--- src/rtl/p2_pkg.sv ---
// Shared opcode constants and instruction field positions for the Project 2 MIPS core.
// Also defines the bubble word that is injected on a stall.
package p2_pkg;

  localparam logic [5:0] OP_RTYPE = 6'h00;
  localparam logic [5:0] OP_J     = 6'h02;
  localparam logic [5:0] OP_JAL   = 6'h03;
  localparam logic [5:0] OP_BEQ   = 6'h04;
  localparam logic [5:0] OP_BNE   = 6'h05;
  localparam logic [5:0] OP_ADDI  = 6'h08;
  localparam logic [5:0] OP_ADDIU = 6'h09;
  localparam logic [5:0] OP_SLTI  = 6'h0A;
  localparam logic [5:0] OP_ANDI  = 6'h0C;
  localparam logic [5:0] OP_ORI   = 6'h0D;
  localparam logic [5:0] OP_LUI   = 6'h0F;
  localparam logic [5:0] OP_LW    = 6'h23;
  localparam logic [5:0] OP_SW    = 6'h2B;

  localparam logic [31:0] NOP_WORD = 32'h0000_0000;

  localparam int OP_HI = 31;
  localparam int OP_LO = 26;
  localparam int RS_HI = 25;
  localparam int RS_LO = 21;
  localparam int RT_HI = 20;
  localparam int RT_LO = 16;
  localparam int RD_HI = 15;
  localparam int RD_LO = 11;

  localparam logic [4:0] REG_RA = 5'd31;

endpackage

--- src/rtl/inst_decode.sv ---
// Register-usage decode of one instruction word: destination, which sources are read,
// and load/branch/jump class. A destination of $0 is reported as no destination.
module inst_decode
  import p2_pkg::*;
(
  input  logic [31:0] instr_i,
  output logic [4:0]  dest_o,
  output logic        uses_rs_o,
  output logic        uses_rt_o,
  output logic        is_load_o,
  output logic        is_branch_o,
  output logic        is_jump_o
);

  logic [5:0] op;
  logic [4:0] rt;
  logic [4:0] rd;
  logic [4:0] dest_raw;
  logic       unused_low_bits;

  assign op = instr_i[OP_HI:OP_LO];
  assign rt = instr_i[RT_HI:RT_LO];
  assign rd = instr_i[RD_HI:RD_LO];
  assign unused_low_bits = ^instr_i[RD_LO-1:0];

  always_comb begin
    dest_raw    = 5'd0;
    uses_rs_o   = 1'b1;
    uses_rt_o   = 1'b0;
    is_load_o   = 1'b0;
    is_branch_o = 1'b0;
    is_jump_o   = 1'b0;
    unique case (op)
      OP_RTYPE: begin
        dest_raw  = rd;
        uses_rt_o = 1'b1;
      end
      OP_ADDI, OP_ADDIU, OP_SLTI, OP_ANDI, OP_ORI, OP_LUI: dest_raw = rt;
      OP_LW: begin
        dest_raw  = rt;
        is_load_o = 1'b1;
      end
      OP_SW: uses_rt_o = 1'b1;
      OP_BEQ, OP_BNE: begin
        uses_rt_o   = 1'b1;
        is_branch_o = 1'b1;
      end
      OP_J: begin
        uses_rs_o = 1'b0;
        is_jump_o = 1'b1;
      end
      OP_JAL: begin
        dest_raw  = REG_RA;
        uses_rs_o = 1'b0;
        is_jump_o = 1'b1;
      end
      default: ;
    endcase
  end

  assign dest_o = dest_raw;

endmodule

--- src/rtl/hazard_pipe.sv ---
// Pipeline instruction tracker for ID/EX, EX/MEM and MEM/WB with load-use and
// branch-in-ID hazard detection, jump fetch squash and a saturating bubble counter.
module hazard_pipe
  import p2_pkg::*;
#(
  parameter logic [31:0] NOP   = NOP_WORD,
  parameter int          CNT_W = 16
) (
  input  logic             FUCK,
  input  logic             RST,
  input  logic [31:0]      IF_ID,
  input  logic             IF_ID_VALID,
  output logic [31:0]      ID_EX,
  output logic [31:0]      EX_MEM,
  output logic [31:0]      MEM_WB,
  output logic             STALL,
  output logic             FLUSH,
  output logic [CNT_W-1:0] BUBBLES
);

  logic [31:0]      id_ex_q, id_ex_d;
  logic [31:0]      ex_mem_q;
  logic [31:0]      mem_wb_q;
  logic [CNT_W-1:0] bubbles_q, bubbles_d;

  logic [4:0] if_dest, ex_dest, mem_dest;
  logic       if_uses_rs, if_uses_rt, if_is_branch, if_is_jump;
  logic       ex_is_load, mem_is_load;
  logic       unused_if_load;
  logic       unused_ex_rs, unused_ex_rt, unused_ex_branch, unused_ex_jump;
  logic       unused_mem_rs, unused_mem_rt, unused_mem_branch, unused_mem_jump;
  logic [4:0] unused_if_dest;

  inst_decode u_dec_if (
    .instr_i     (IF_ID),
    .dest_o      (if_dest),
    .uses_rs_o   (if_uses_rs),
    .uses_rt_o   (if_uses_rt),
    .is_load_o   (unused_if_load),
    .is_branch_o (if_is_branch),
    .is_jump_o   (if_is_jump)
  );

  inst_decode u_dec_ex (
    .instr_i     (id_ex_q),
    .dest_o      (ex_dest),
    .uses_rs_o   (unused_ex_rs),
    .uses_rt_o   (unused_ex_rt),
    .is_load_o   (ex_is_load),
    .is_branch_o (unused_ex_branch),
    .is_jump_o   (unused_ex_jump)
  );

  inst_decode u_dec_mem (
    .instr_i     (ex_mem_q),
    .dest_o      (mem_dest),
    .uses_rs_o   (unused_mem_rs),
    .uses_rt_o   (unused_mem_rt),
    .is_load_o   (mem_is_load),
    .is_branch_o (unused_mem_branch),
    .is_jump_o   (unused_mem_jump)
  );

  assign unused_if_dest = if_dest;

  logic [4:0] if_rs, if_rt;
  logic       hit_ex, hit_mem;
  logic       h_load_use, h_branch_alu, h_branch_load;

  assign if_rs = IF_ID[RS_HI:RS_LO];
  assign if_rt = IF_ID[RT_HI:RT_LO];

  // dest is already 0 for "no destination", so a $0 source can never match.
  assign hit_ex  = (ex_dest != 5'd0) &&
                   ((if_uses_rs && (if_rs == ex_dest)) || (if_uses_rt && (if_rt == ex_dest)));
  assign hit_mem = (mem_dest != 5'd0) &&
                   ((if_uses_rs && (if_rs == mem_dest)) || (if_uses_rt && (if_rt == mem_dest)));

  assign h_load_use    = ex_is_load && hit_ex;
  assign h_branch_alu  = if_is_branch && hit_ex;
  assign h_branch_load = if_is_branch && mem_is_load && hit_mem;

  assign STALL = IF_ID_VALID && (h_load_use || h_branch_alu || h_branch_load);
  assign FLUSH = IF_ID_VALID && !STALL && if_is_jump;

  always_comb begin
    id_ex_d   = (STALL || !IF_ID_VALID) ? NOP : IF_ID;
    bubbles_d = bubbles_q;
    if (STALL && (bubbles_q != {CNT_W{1'b1}})) begin
      bubbles_d = bubbles_q + {{(CNT_W-1){1'b0}}, 1'b1};
    end
  end

  always_ff @(posedge FUCK) begin
    if (RST) begin
      id_ex_q   <= NOP;
      ex_mem_q  <= NOP;
      mem_wb_q  <= NOP;
      bubbles_q <= '0;
    end else begin
      id_ex_q   <= id_ex_d;
      ex_mem_q  <= id_ex_q;
      mem_wb_q  <= ex_mem_q;
      bubbles_q <= bubbles_d;
    end
  end

  assign ID_EX   = id_ex_q;
  assign EX_MEM  = ex_mem_q;
  assign MEM_WB  = mem_wb_q;
  assign BUBBLES = bubbles_q;

endmodule

--- config.mk ---
export PLATFORM = sky130hd
export DESIGN_NAME = hazard_pipe
export DESIGN_NICKNAME = d
export VERILOG_FILES = /design/src/rtl/p2_pkg.sv /design/src/rtl/inst_decode.sv /design/src/rtl/hazard_pipe.sv
export SDC_FILE = /design/constraint.sdc
export NUM_CORES = 1
export LEC_CHECK = 0
export ABC_AREA = 1
export CORE_MARGIN = 8
export CORE_UTILIZATION = 48
export DETAILED_ROUTE_END_ITERATION = 16
export DONT_BUFFER_PORTS = 1
export HOLD_SLACK_MARGIN = 0.08
export PLACE_DENSITY = 0.59
export SLEW_MARGIN = 20
export SYNTH_ARGS = -nofsm -noshare
export SYNTH_HDL_FRONTEND = slang
export SYNTH_HIERARCHICAL = 1
export SYNTH_SLANG_ARGS = --single-unit
--- constraint.sdc ---
create_clock -name FUCK -period 2.9 [get_ports FUCK]
set_clock_uncertainty 0.2 [all_clocks]
set_input_delay 0.725 -clock FUCK [delete_from_list [all_inputs] [get_ports FUCK]]
set_output_delay 0.725 -clock FUCK [all_outputs]
set_load 0.02 [all_outputs]
==> out/metrics.cfg <==
[sta]
tightest_slew_ns=0.383
final_setup_margin_ns=-0.317
fin_crit_sh_pct=111
fin_worst_hold_slack_ns=0.227
timing_hold_violations_final=0
fmaxAchievable_mhz=311
setup_tns_ns=-0.619
final_max_slew_viol_count=0
relSlewSlack_pct=74.4
setup_repair_after_global_routing_missed_its_margin=yes
setup_viol=2
min_period_ns=3.22

[floorplanning]
io_pins=149
chipWidth_um=114
num_rows=36
die-area_sq_um=13100
die-height_um=114
fp.coreArea_sq_um=9550
initial_core_util_pct=48.5

[route]
drc=0
vias_per_cell=4.47
drtPass1Iterations=4
postRouteAntennaNets=0
detail_route.wl_per_cell_um=13.8
via_count=3599
drt-initial-drc-count=272
finalWirelength_um=11100

[setup_path]
end_kind=output pin
timing.setup.critical_path_class=reg2out
startpoint_type_of_the_worst_setup_path=register
slowest_stage=sky130_fd_sc_hd__dfxtp_4
critical_path_arrival_ns=2.29
critical-path-max-stage-delay_ns=0.38
worst-endpoint-required_ns=1.98
worstPathMaxFanout=5
critical_path.cell_chain=nor2_4, nand2_4, nor2_4, a21oi_2, nand2_2, inv_2, nand2_2, nand2_1, nor2_1, nand3_1, nand2_1, nand2_1, nand2_2, inv_2, nor2_1, buf_4

[power]
ir_worst_vdd_uv=200
fin_total_pwr_mw=2.68
power_leakage_nw=2.50
power.density_nw_per_um2=508

[clock_tree]
tritoncts=yes
max-clock-path-buffers=2
clk_root_buffer_cell=sky130_fd_sc_hd__clkbuf_8
cts_buf_count=9
skew_pair_late_insertion_delay_ns=0.36
htree_levels=3
cts.reportedPaths.clkPinSlew_ns=0.11
cts.sinks=112

[global_route]
grt.overflow.total=0
grt_start_max_net_pins=80
initial_antenna_violation_count=0
groute.usage.overall_pct=16.8
grt_first_pass_wirelength_um=17400
grt_pass1_vias=3350

[layout]
fill_cells=961
stdcell_count=806
num-nets-final=704
finish.utilization_pct=55.2
postLayoutCellArea_sq_um=5280
share_of_cells_above_drive_strength_1_pct=18.4
antennaDiodeCount=0
synthToLayoutAreaGrowth_pct=13.9

[place]
buffer_ports.inserted=0
post-place-cells=788
gpl.final_weighted_congestion=0.886
detailed_place.area_sq_um=5020
place_hpwl_um=8600
pre_cts_ws_ns=0.0446

[synth]
syn_avg_cell_area_sq_um=7.27
synth.yosys.warnings=6
syn-cell-area_sq_um=4630
postSynthNetCount=673
synthCells=637

[run]
max_cap_viols=0

[status]
status=finished, violations left
violated_checks=negative setup slack

[min_path]
hold_path_class=in2reg

-- report_power, final --
group	internal, mW	switching [mW]
logic	0.0744	0.124
clock network	0.324	0.525
registers	1.58	0.0556
total	1.97	0.704
-- layout by cell type, fill, tap and decap left out, types with 5 or more instances in the layout --
cell type / count
sky130_fd_sc_hd__inv_1: 137
sky130_fd_sc_hd__nor2_1: 129
sky130_fd_sc_hd__nand2_1: 112
sky130_fd_sc_hd__dfxtp_1: 100
sky130_fd_sc_hd__buf_4: 36
sky130_fd_sc_hd__a21oi_1: 18
sky130_fd_sc_hd__nand4_1: 17
sky130_fd_sc_hd__nand2_2: 16
sky130_fd_sc_hd__nand3_1: 14
sky130_fd_sc_hd__dfxtp_2: 11
sky130_fd_sc_hd__clkbuf_8: 9
sky130_fd_sc_hd__inv_2: 8
sky130_fd_sc_hd__nor2_4: 8
sky130_fd_sc_hd__nand3_2: 7
sky130_fd_sc_hd__xor2_1: 6
sky130_fd_sc_hd__nor2_2: 5
sky130_fd_sc_hd__a21oi_2: 5
-- timing repair --
item,4_1_cts,5_1_grt
pin swaps,3,15
hold endpoints to repair,0,0
setup buffers,0,2
resized for setup,9,17
gates cloned,0,0
hold buffers,0,0
setup endpoints to repair,2,3
-- metal layers --
| layer | GRT usage (%) | wire [um] |
|---|---|---|
| met4 | 5.32 | 104 |
| met1 | 21.5 | 5090 |
| met2 | 25.2 | 4800 |
| met5 | 0 | 0 |
| met3 | 6.59 | 1120 |
-- flip-flops by register name, indices dropped and copies added, names as in the netlist --
name / count
ID_EX: 32
MEM_WB: 32
BUBBLES: 16
EX_MEM: 32
-- worst max-delay path, delay by kind of cell, from the launching register on --
kind,cells,cell delay (ns)
AO/OA/AOI/OAI,1,0.05
buffers and inverters,3,0.25
flip-flops,1,0.38
AND/OR/NAND/NOR,12,1.26
-- cell type report --
type / count / area [sq um] / area share, %
Multi-Input combinational cell: 363 / 1840 / 34.8
Tap cell: 133 / 166 / 3.15
Inverter: 145 / 544 / 10.3
Clock inverter: 6 / 51.3 / 0.972
Clock buffer: 10 / 128 / 2.42
Sequential cell: 112 / 2260 / 42.8
Timing Repair Buffer: 37 / 290 / 5.50
-- worst paths after layout --
check / start / end / slack (ns) / depth (start not counted)
worst max-delay path: ID_EX[30] / STALL / -0.32 / 16
worst min-delay path: RST / EX_MEM[6] / 0.23 / 1
worst max register to register: ID_EX[30] / BUBBLES[0] / 0.27 / 17
worst min register to register: ID_EX[31] / EX_MEM[31] / 0.26 / 2
No activity file was read; power rests on OpenSTA's default activity.
